**src/rtl/rgmii_pkg.sv**
```systemverilog
`timescale 1ns/1ps
// Shared RGMII definitions: framing bytes, in-band speed codes and the receive FSM states.
package rgmii_pkg;

  localparam logic [7:0] PREAMBLE_BYTE = 8'h55;
  localparam logic [7:0] SFD_BYTE      = 8'hD5;

  typedef enum logic [1:0] {
    SPEED_10   = 2'b00,
    SPEED_100  = 2'b01,
    SPEED_1000 = 2'b10
  } speed_e;

  typedef enum logic [1:0] {
    IDLE,
    PREAMBLE,
    DATA,
    DROP
  } rx_state_e;

endpackage

```
**src/rtl/rgmii_rx_iddr.sv**
```systemverilog
`timescale 1ns/1ps
// Behavioural IDDR bank: each lane presents its rising and falling samples together
// on the rising edge that follows the falling sample.
module rgmii_rx_iddr
  import rgmii_pkg::*;
#(
  parameter int WIDTH = 5
) (
  input  logic             clk,
  input  logic             rst_n,
  input  logic [WIDTH-1:0] d,
  output logic [WIDTH-1:0] q0,
  output logic [WIDTH-1:0] q1
);

  for (genvar i = 0; i < WIDTH; i++) begin : g_lane
    logic rise_s;
    logic fall_s;
    logic q0_r;
    logic q1_r;

    always_ff @(posedge clk or negedge rst_n) begin
      if (!rst_n) begin
        rise_s <= 1'b0;
        q0_r   <= 1'b0;
        q1_r   <= 1'b0;
      end else begin
        rise_s <= d[i];
        q0_r   <= rise_s;
        q1_r   <= fall_s;
      end
    end

    always_ff @(negedge clk or negedge rst_n) begin
      if (!rst_n) begin
        fall_s <= 1'b0;
      end else begin
        fall_s <= d[i];
      end
    end

    assign q0[i] = q0_r;
    assign q1[i] = q1_r;
  end

endmodule

```
**src/rtl/rgmii_rx.sv**
```systemverilog
`timescale 1ns/1ps
// RGMII receiver: DDR capture, preamble/SFD stripping and a valid/first/last/err byte stream.
// Define RGMII_RX_INBAND_STATUS_EN to decode in-band link status; otherwise status is fixed 1G full duplex.
module rgmii_rx
  import rgmii_pkg::*;
#(
  parameter int MAX_PREAMBLE = 15
) (
  input  logic       clk,
  input  logic       rst_n,
  input  logic [3:0] rxd,
  input  logic       rx_ctl,
  output logic [7:0] dout,
  output logic       dout_valid,
  output logic       dout_first,
  output logic       dout_last,
  output logic       dout_err,
  output logic       frame_drop,
  output logic       link_up,
  output logic [1:0] speed,
  output logic       full_duplex
);

  localparam int CW = $clog2(MAX_PREAMBLE + 1) + 1;
  localparam logic [CW-1:0] MAX_CNT = CW'(MAX_PREAMBLE);

  logic [4:0]    q0;
  logic [4:0]    q1;
  logic [7:0]    rx_byte;
  logic          rx_dv;
  logic          rx_er;
  rx_state_e     state;
  logic [CW-1:0] pre_cnt;
  logic          err_flag;
  logic [7:0]    hold;
  logic          hold_valid;
  logic          first_pend;

  rgmii_rx_iddr #(.WIDTH(5)) u_iddr (
    .clk   (clk),
    .rst_n (rst_n),
    .d     ({rx_ctl, rxd}),
    .q0    (q0),
    .q1    (q1)
  );

  assign rx_byte = {q1[3:0], q0[3:0]};
  assign rx_dv   = q0[4];
  assign rx_er   = q0[4] ^ q1[4];

  // The hold register delays each byte by one beat so the end of frame can be flagged on the last byte itself.
  always_ff @(posedge clk or negedge rst_n) begin
    if (!rst_n) begin
      state      <= IDLE;
      pre_cnt    <= '0;
      err_flag   <= 1'b0;
      hold       <= 8'h00;
      hold_valid <= 1'b0;
      first_pend <= 1'b0;
      dout       <= 8'h00;
      dout_valid <= 1'b0;
      dout_first <= 1'b0;
      dout_last  <= 1'b0;
      dout_err   <= 1'b0;
      frame_drop <= 1'b0;
    end else begin
      dout_valid <= 1'b0;
      dout_first <= 1'b0;
      dout_last  <= 1'b0;
      dout_err   <= 1'b0;
      frame_drop <= 1'b0;
      case (state)
        IDLE: begin
          if (rx_dv) begin
            if (rx_byte == PREAMBLE_BYTE) begin
              state   <= PREAMBLE;
              pre_cnt <= CW'(1);
            end else begin
              state      <= DROP;
              frame_drop <= 1'b1;
            end
          end
        end
        PREAMBLE: begin
          if (!rx_dv) begin
            state <= IDLE;
          end else if (rx_er) begin
            state      <= DROP;
            frame_drop <= 1'b1;
          end else if (rx_byte == PREAMBLE_BYTE) begin
            if (pre_cnt >= MAX_CNT) begin
              state      <= DROP;
              frame_drop <= 1'b1;
            end else begin
              pre_cnt <= pre_cnt + 1'b1;
            end
          end else if (rx_byte == SFD_BYTE) begin
            state      <= DATA;
            err_flag   <= 1'b0;
            hold_valid <= 1'b0;
            first_pend <= 1'b1;
          end else begin
            state      <= DROP;
            frame_drop <= 1'b1;
          end
        end
        DATA: begin
          if (rx_dv) begin
            if (hold_valid) begin
              dout       <= hold;
              dout_valid <= 1'b1;
              dout_first <= first_pend;
              first_pend <= 1'b0;
            end
            hold       <= rx_byte;
            hold_valid <= 1'b1;
            if (rx_er) begin
              err_flag <= 1'b1;
            end
          end else begin
            if (hold_valid) begin
              dout       <= hold;
              dout_valid <= 1'b1;
              dout_first <= first_pend;
              dout_last  <= 1'b1;
              dout_err   <= err_flag;
            end else begin
              frame_drop <= 1'b1;
            end
            state      <= IDLE;
            hold_valid <= 1'b0;
            first_pend <= 1'b0;
          end
        end
        DROP: begin
          if (!rx_dv) begin
            state <= IDLE;
          end
        end
        default: state <= IDLE;
      endcase
    end
  end

`ifdef RGMII_RX_INBAND_STATUS_EN
  // Status is only trusted when the PHY repeats the same nibble on both edges of a clean idle cycle.
  always_ff @(posedge clk or negedge rst_n) begin
    if (!rst_n) begin
      link_up     <= 1'b0;
      speed       <= SPEED_10;
      full_duplex <= 1'b0;
    end else if (!rx_dv && !rx_er && (q0[3:0] == q1[3:0])) begin
      link_up     <= q0[0];
      speed       <= q0[2:1];
      full_duplex <= q0[3];
    end
  end
`else
  assign link_up     = 1'b1;
  assign speed       = SPEED_1000;
  assign full_duplex = 1'b1;
`endif

endmodule

```
**config.mk**
```make
export PLATFORM = sky130hd
export DESIGN_NAME = rgmii_rx
export DESIGN_NICKNAME = d
export VERILOG_FILES = /design/src/rtl/rgmii_pkg.sv /design/src/rtl/rgmii_rx_iddr.sv /design/src/rtl/rgmii_rx.sv
export SDC_FILE = /design/constraint.sdc
export NUM_CORES = 1
export LEC_CHECK = 0
export ABC_AREA = 1
export BUFFER_PORTS_ARGS = -buffer_cell sky130_fd_sc_hd__buf_2
export CAP_MARGIN = 20
export CORE_MARGIN = 4
export CORE_UTILIZATION = 55
export DETAILED_ROUTE_END_ITERATION = 7
export PLACE_DENSITY = 0.86
export SLEW_MARGIN = 20
export SYNTH_ARGS = -nofsm -noshare
export SYNTH_HDL_FRONTEND = slang
export SYNTH_HIERARCHICAL = 1
export SYNTH_SLANG_ARGS = --single-unit
export TNS_END_PERCENT = 5
```
**constraint.sdc**
```tcl
create_clock -name clk -period 2.3 [get_ports clk]
set_clock_uncertainty 0.1 [all_clocks]
set_input_delay 0.345 -clock clk [delete_from_list [all_inputs] [get_ports clk]]
set_output_delay 0.345 -clock clk [all_outputs]
set_load 0.1 [all_outputs]
```
==> results.yml, run 1 <==
sta:
  tns_ns: 0
  fmax_mhz: 533.9
  fin_crit_ns: 1.873
  fin_ws_ns: 0.4270
  final_max_slew_viol_count: 0
  setup_viol: 0
  rsz0062_at_grt: "no"
  hold_viol_final: 0
  fin_crit_sh: 0.8143
global_routing:
  grt_pass1_vias: 1389
  grt_usage: 0.1445
  grt_pass1_wl_mm: 5.871
  grt_max_degree: 43
  grt_overflow: 0
  antenna_found_initial: 0
cells_and_area:
  final_cell_mix: "nand2_1, dfrtp_1, nor2_1, buf_2, inv_1"
  nFillCells: 304
  drive_gt1_frac: 0.1789
  nets: 255
  final_common_cell: "nand2_1"
  multiInputGateArea_um2: 718.2
  final_util: 0.6211
  seq_area_um2: 1276
  syn_to_final_growth_pct: 6.728
  n_antenna_cell: 0
setup_path:
  critPathSlowestCell: "dfrtp_1"
  startpoint: "pre_cnt[0]$_DFFE_PN0P_"
  cp-start-kind: "flop"
  crit_path_max_incr_delay_ns: 0.43
  crit_chain: "ha_1, nand2_1, nor2_1, ha_1, nor2_1, nand2_1, a21oi_1, nand3_1, nand2_1, nand2_1"
  critical_path.max_fanout: 5
  arrival_ns: 1.98
  endpoint_kind: "flop"
  crit_required_ns: 2.40
  worstSetupPathType: "flop to flop"
  rr_startpoint: "pre_cnt[0]$_DFFE_PN0P_"
  cpMostUsedCell: "nand2_1"
  crit_family: "simple AND/OR/NAND/NOR gates"
  cp.buffers_inverters: 0
floorplanning:
  fp.dieArea_um2: 5064
  die_x_um: 71.17
  ios: 24
  core_area_um2: 3771
  rows: 22
  initial_utilization: 0.5820
  dieHeight_um: 71.17
placed_design:
  portBuffers: 19
  gp_congestion: 0.8699
  dp.final_hpwl_mm: 2.410
  dpl_worst_slack_ns: 0.4421
synthesis:
  synth_top_cell_area_share: 0.5245
  synth_top_area_cell: "dfrtp_1"
  ys_warn_count: 6
  ys_top_cells_by_area: "dfrtp_1, nand2_1, dfrtn_1"
  syn_inst: 232
  synth_top_family_by_area: "simple AND/OR/NAND/NOR gates"
  syn-cell-area_um2: 2195
  synth_ff_type: "dfrtp_1"
  ys_seq_elements: 51
  ys_types: 30
  synth-simple-area-share: 0.2560
  synth-xor-area-share: 0
  postSynthAreaPerCell_um2: 9.460
  synth_adder_area_share: 0.01710
  async_flop_share: 1.000
  muxShareOfSynthArea: 0.01026
  ys_seq_area_frac: 0.5815
  synth_edf_count: 0
  synth-compound-area-share: 0.03706
clock_network:
  cts_tree: "built"
  cts.sinks: 51
  clock_path_buffers: 2
  cts_made_buffers: 5
  clk_pin_slew_ns: 0.09
  postCtsResizedCells: 0
  clockRootBuffer: "clkbuf_8"
  clk_latency_ns: 0.30
  cts_htree_levels: 2
  holdBufCountCts: 1
  post-cts-setup-buffer-count: 0
route:
  drt_pass1_iterations: 4
  drt_iter0_drc: 44
  via_count: 1436
  highest_layer: "met4"
  wirelength_mm: 3.297
  wl_met1_mm: 1.489
  vias_per_cell: 4.884
  wl_met3_um: 185
  drc_errors: 0
  wl_met2_mm: 1.578
  wire_per_inst_um: 11.21
  ant_nets: 0
power:
  p_leak_nw: 1.203
  power_density_nw_per_um2: 1350
  ir_worst_vdd_v: 0.0005584
outcome:
  status: "finished, final reports clean"
worst_hold_path:
  worst_hold_path_type: "input pin to flop"
  hold_path_startpoint: "rxd[3]"
job:
  drv_cap: 0
-- layout make-up --
cell class,instances,area share
sequential,51,0.5449
multi-input combinational,145,0.3066
inverter,21,0.03365
timing repair buffer,21,0.04808
clock buffer,5,0.02938
clock inverter,3,0.01175
tap,48,0.02564
-- Yosys cell counts, types with 2 or more instances --
library cell   n
conb_1         2
a21oi_1        3
buf_4         15
nor2_1        21
inv_2          5
o21ai_1        8
nand4_1        5
nor3_1         2
nand3_1       12
nor2_4         3
inv_1         16
o21ai_0        2
dfrtn_1        5
nand2_1       69
dfrtp_1       46
ha_1           3
mux2_2         2
-- routing by layer --
metal  track usage  vias up
li1              -      739
met1        0.1769      659
met2        0.2388       32
met3       0.04972        6
met4       0.04802        0
met5             0        -
-- power by group --
part / total (W) / internal, W / switching [W]
Sequential: 0.00124 / 0.00111 / 0.000130
Clock: 0.000530 / 0.000223 / 0.000307
Combinational: 0.00139 / 0.000277 / 0.00111
Total: 0.00316 / 0.00161 / 0.00155
-- sequential cells by signal (all words and copies together), names as in the netlist --
register	count
dout	8
dout_err	1
dout_first	1
dout_last	1
dout_valid	1
err_flag	1
first_pend	1
frame_drop	1
hold	8
hold_valid	1
pre_cnt	5
state	2
u_iddr/g_lane.fall_s	5
u_iddr/g_lane.q0_r	5
u_iddr/g_lane.q1_r	5
u_iddr/g_lane.rise_s	5
-- cell families after synthesis --
family,Yosys count
adders and majority gates,3
and+or+nand+nor,121
buffers and inverters,38
muxes,2
DFF,51
AOI/OAI and AO/OA,15
other,2
-- per-stage QoR --
stage	power (W)	cell area (um2)	hold slack [ns]	cells
after detailed placement	0.002645	2236	0.1011	285
after global placement	0.002602	2236	0.1034	285
after global routing	0.003339	2342	0.03230	294
final	0.003161	2342	0.04861	294
after CTS	0.003183	2342	0.03898	294
after floorplan	0.002438	2202	-0.05059	234
-- path summary, 6_finish.rpt --
path	endpoint	slack, ns	cells past startpoint
max in group asynchronous	u_iddr/g_lane[0].fall_s$_DFF_NN0_	0.55	2
max	pre_cnt[3]$_DFFE_PN0P_	0.43	10
min	u_iddr/g_lane[3].rise_s$_DFF_PN0_	0.05	1
min in group asynchronous	u_iddr/g_lane[3].rise_s$_DFF_PN0_	0.31	2
max reg2reg	pre_cnt[3]$_DFFE_PN0P_	0.43	10
min reg2reg	u_iddr/g_lane[4].q0_r$_DFF_PN0_	0.26	0
(Power assumes the default switching activity.)
==> run 2, diff against run 1 <==
ABC_AREA = 0   (was 1)
PLACE_DENSITY = 0.87   (was 0.86)
clock period = 1.8 ns   (was 2.3 ns; I/O delays follow)
==> run 2 against run 1 <==
The run now ends with setup timing left. Setup slack got worse by 0.55 ns. Cell count down 17%. Core utilization rose by 11 points. Register-to-register slack worse by 0.55 ns. Via count shrank 12%. Final area is 7.5% higher. Clock power grew 19%. Power down 5.9%. Flip-flop and latch count did not move.
==> results.yml, run 2 <==
sta:
  fin_crit_sh: 1.069
  setup_viol: 6
  fmax_mhz: 519.6
  rsz0062_at_grt: "yes"
  fin_ws_ns: -0.1245
  final_max_slew_viol_count: 0
  hold_viol_final: 0
  fin_crit_ns: 1.924
floorplanning:
  die_x_um: 68.77
  core_area_um2: 3442
  fp.dieArea_um2: 4729
  initial_utilization: 0.5900
  dieHeight_um: 68.77
  rows: 21
  ios: 24
clock_network:
  clk_latency_ns: 0.31
  clock_path_buffers: 2
  clk_pin_slew_ns: 0.08
  cts.sinks: 51
  cts_made_buffers: 5
  cts_tree: "built"
  cts_htree_levels: 2
  clockRootBuffer: "clkbuf_8"
worst_hold_path:
  worst_hold_path_type: "flop to flop"
cells_and_area:
  final_util: 0.7317
  final_common_cell: "dfrtp_1"
  nets: 207
  reg.largest.list: "dout: 8 flops, hold: 8 flops"
  drive_gt1_frac: 0.4495
  final_cell_area_um2: 2519
  final_cell_mix: "dfrtp_1, buf_4, buf_2, mux2_2, dlygate4sd3_1"
  n_antenna_cell: 0
  syn_to_final_growth_pct: 24.03
synthesis:
  ys_warn_count: 6
  ys_types: 42
  synth_ff_type: "dfrtp_1"
  syn-cell-area_um2: 2031
  ys_seq_elements: 51
  ys_top_cells_by_count: "dfrtp_1, mux2_2, buf_4"
  synth_top_area_cell: "dfrtp_1"
  syn_inst: 154
  ys_top_cells_by_area: "dfrtp_1, mux2_2, dfrtn_1"
  synth_edf_count: 0
  yosysMostFrequentCell: "dfrtp_1"
  synth_top_cell_area_share: 0.5669
  postSynthAreaPerCell_um2: 13.19
  ys_seq_area_frac: 0.6285
  async_flop_share: 1.000
placed_design:
  dp.final_hpwl_mm: 2.435
  placed_area_um2: 2237
  dpl_worst_slack_ns: -0.1916
  portBuffers: 19
  gp_congestion: 0.8297
setup_path:
  cp-start-kind: "flop"
  arrival_ns: 2.04
  endpoint_kind: "flop"
  critical_path.max_fanout: 5
  worstSetupPathType: "flop to flop"
  rrSetupSlack_ns: -0.12
  crit_required_ns: 1.91
power:
  ir_worst_vdd_v: 0.0006686
  power_density_nw_per_um2: 1181
  power_w: 0.002975
  p_leak_nw: 1.159
route:
  drt_iter0_drc: 63
  via_count: 1259
  wirelength_mm: 3.786
  drc_errors: 0
  ant_nets: 0
  wire_per_inst_um: 15.52
  drt_pass1_iterations: 4
  vias_per_cell: 5.160
global_routing:
  antenna_found_initial: 0
  grt_max_degree: 36
  grt_overflow: 0
  grt_pass1_wl_mm: 6.237
  grt_usage: 0.1857
  grt_pass1_vias: 1403
outcome:
  violations: "setup timing"
  status: "finished with violations"
job:
  drv_cap: 0
-- run 2: changes by cell type after synthesis, sizes merged, moves of 4 or more --
cell,previous run,this run
nand2,70,5
nor2,26,5
inv,21,5
mux2,2,16
nand3,13,3
o21ai,11,7
-- run 2: final timing paths --
check,start,end,depth (start not counted)
worst max-delay path,pre_cnt[1]$_DFFE_PN0P_,frame_drop$_DFF_PN0_,9
worst min-delay path,u_iddr/g_lane[3].rise_s$_DFF_PN0_,u_iddr/g_lane[3].q0_r$_DFF_PN0_,0
worst max register to register,pre_cnt[1]$_DFFE_PN0P_,frame_drop$_DFF_PN0_,9
worst min register to register,u_iddr/g_lane[3].rise_s$_DFF_PN0_,u_iddr/g_lane[3].q0_r$_DFF_PN0_,0
max in group asynchronous,rst_n,u_iddr/g_lane[1].fall_s$_DFF_NN0_,2
min in group asynchronous,rst_n,u_iddr/g_lane[3].q1_r$_DFF_PN0_,2
-- run 2: kinds of logic after synthesis --
logic type	synth area share
compound gates	0.08134
buf+inv	0.07209
simple gates	0.1072
other cells	0.003698
flops	0.6285
fa+ha+maj	0.01849
mux	0.08872
-- run 2: what timing repair did --
item | 4_1_cts | 5_1_grt
endpoints found under the hold margin | 16 | 0
buffers inserted | 2 | 3
endpoints found under the setup margin | 8 | 20
pin swaps | 11 | 6
hold buffers | 6 | 0
resized for setup | 12 | 7
-- run 2: through the flow --
stage | setup TNS [ns] | cells | hold WS (ns)
after floorplan | -0.7418 | 156 | -0.1256
after global placement | -0.5952 | 225 | 0.09411
after detailed placement | -0.9165 | 225 | 0.09883
after CTS | -0.2731 | 241 | 0.2547
after global routing | -1.066 | 244 | 0.2629
final | -0.5847 | 244 | 0.2522
-- run 2: report_power, final --
part,leakage (nW),switching (W),internal (W)
Combinational,0.491,0.000772,0.000207
Sequential,0.622,0.0000743,0.00129
Clock,0.0452,0.000358,0.000274
-- run 2: metal layers --
layer / vias up / track usage / part of all wire
met4: 0 / 0.08516 / 0.013
met1: 619 / 0.2142 / 0.42
met3: 5 / 0.05348 / 0.046
met2: 30 / 0.3182 / 0.52
li1: 605 / - / -
met5: - / 0 / 0
-- run 2: worst max-delay path, stage by stage (launching register included) --
cell and delay (ns):
dfrtp_1 0.39, ha_2 0.21, and3_4 0.20, ha_4 0.14, nor3_2 0.04, buf_4 0.14
a21oi_4 0.25, buf_6 0.13, nor2_1 0.04, o32ai_2 0.20
-- run 2: final cells by class --
type                       instances  area (um2)
sequential                        51        1276
clock buffer                       6       72.57
timing repair buffer              52       369.1
multi-input combinational         82       710.7
inverter                           5       18.77
clock inverter                     2       13.76
tap                               46       57.56
fill                             221       923.4
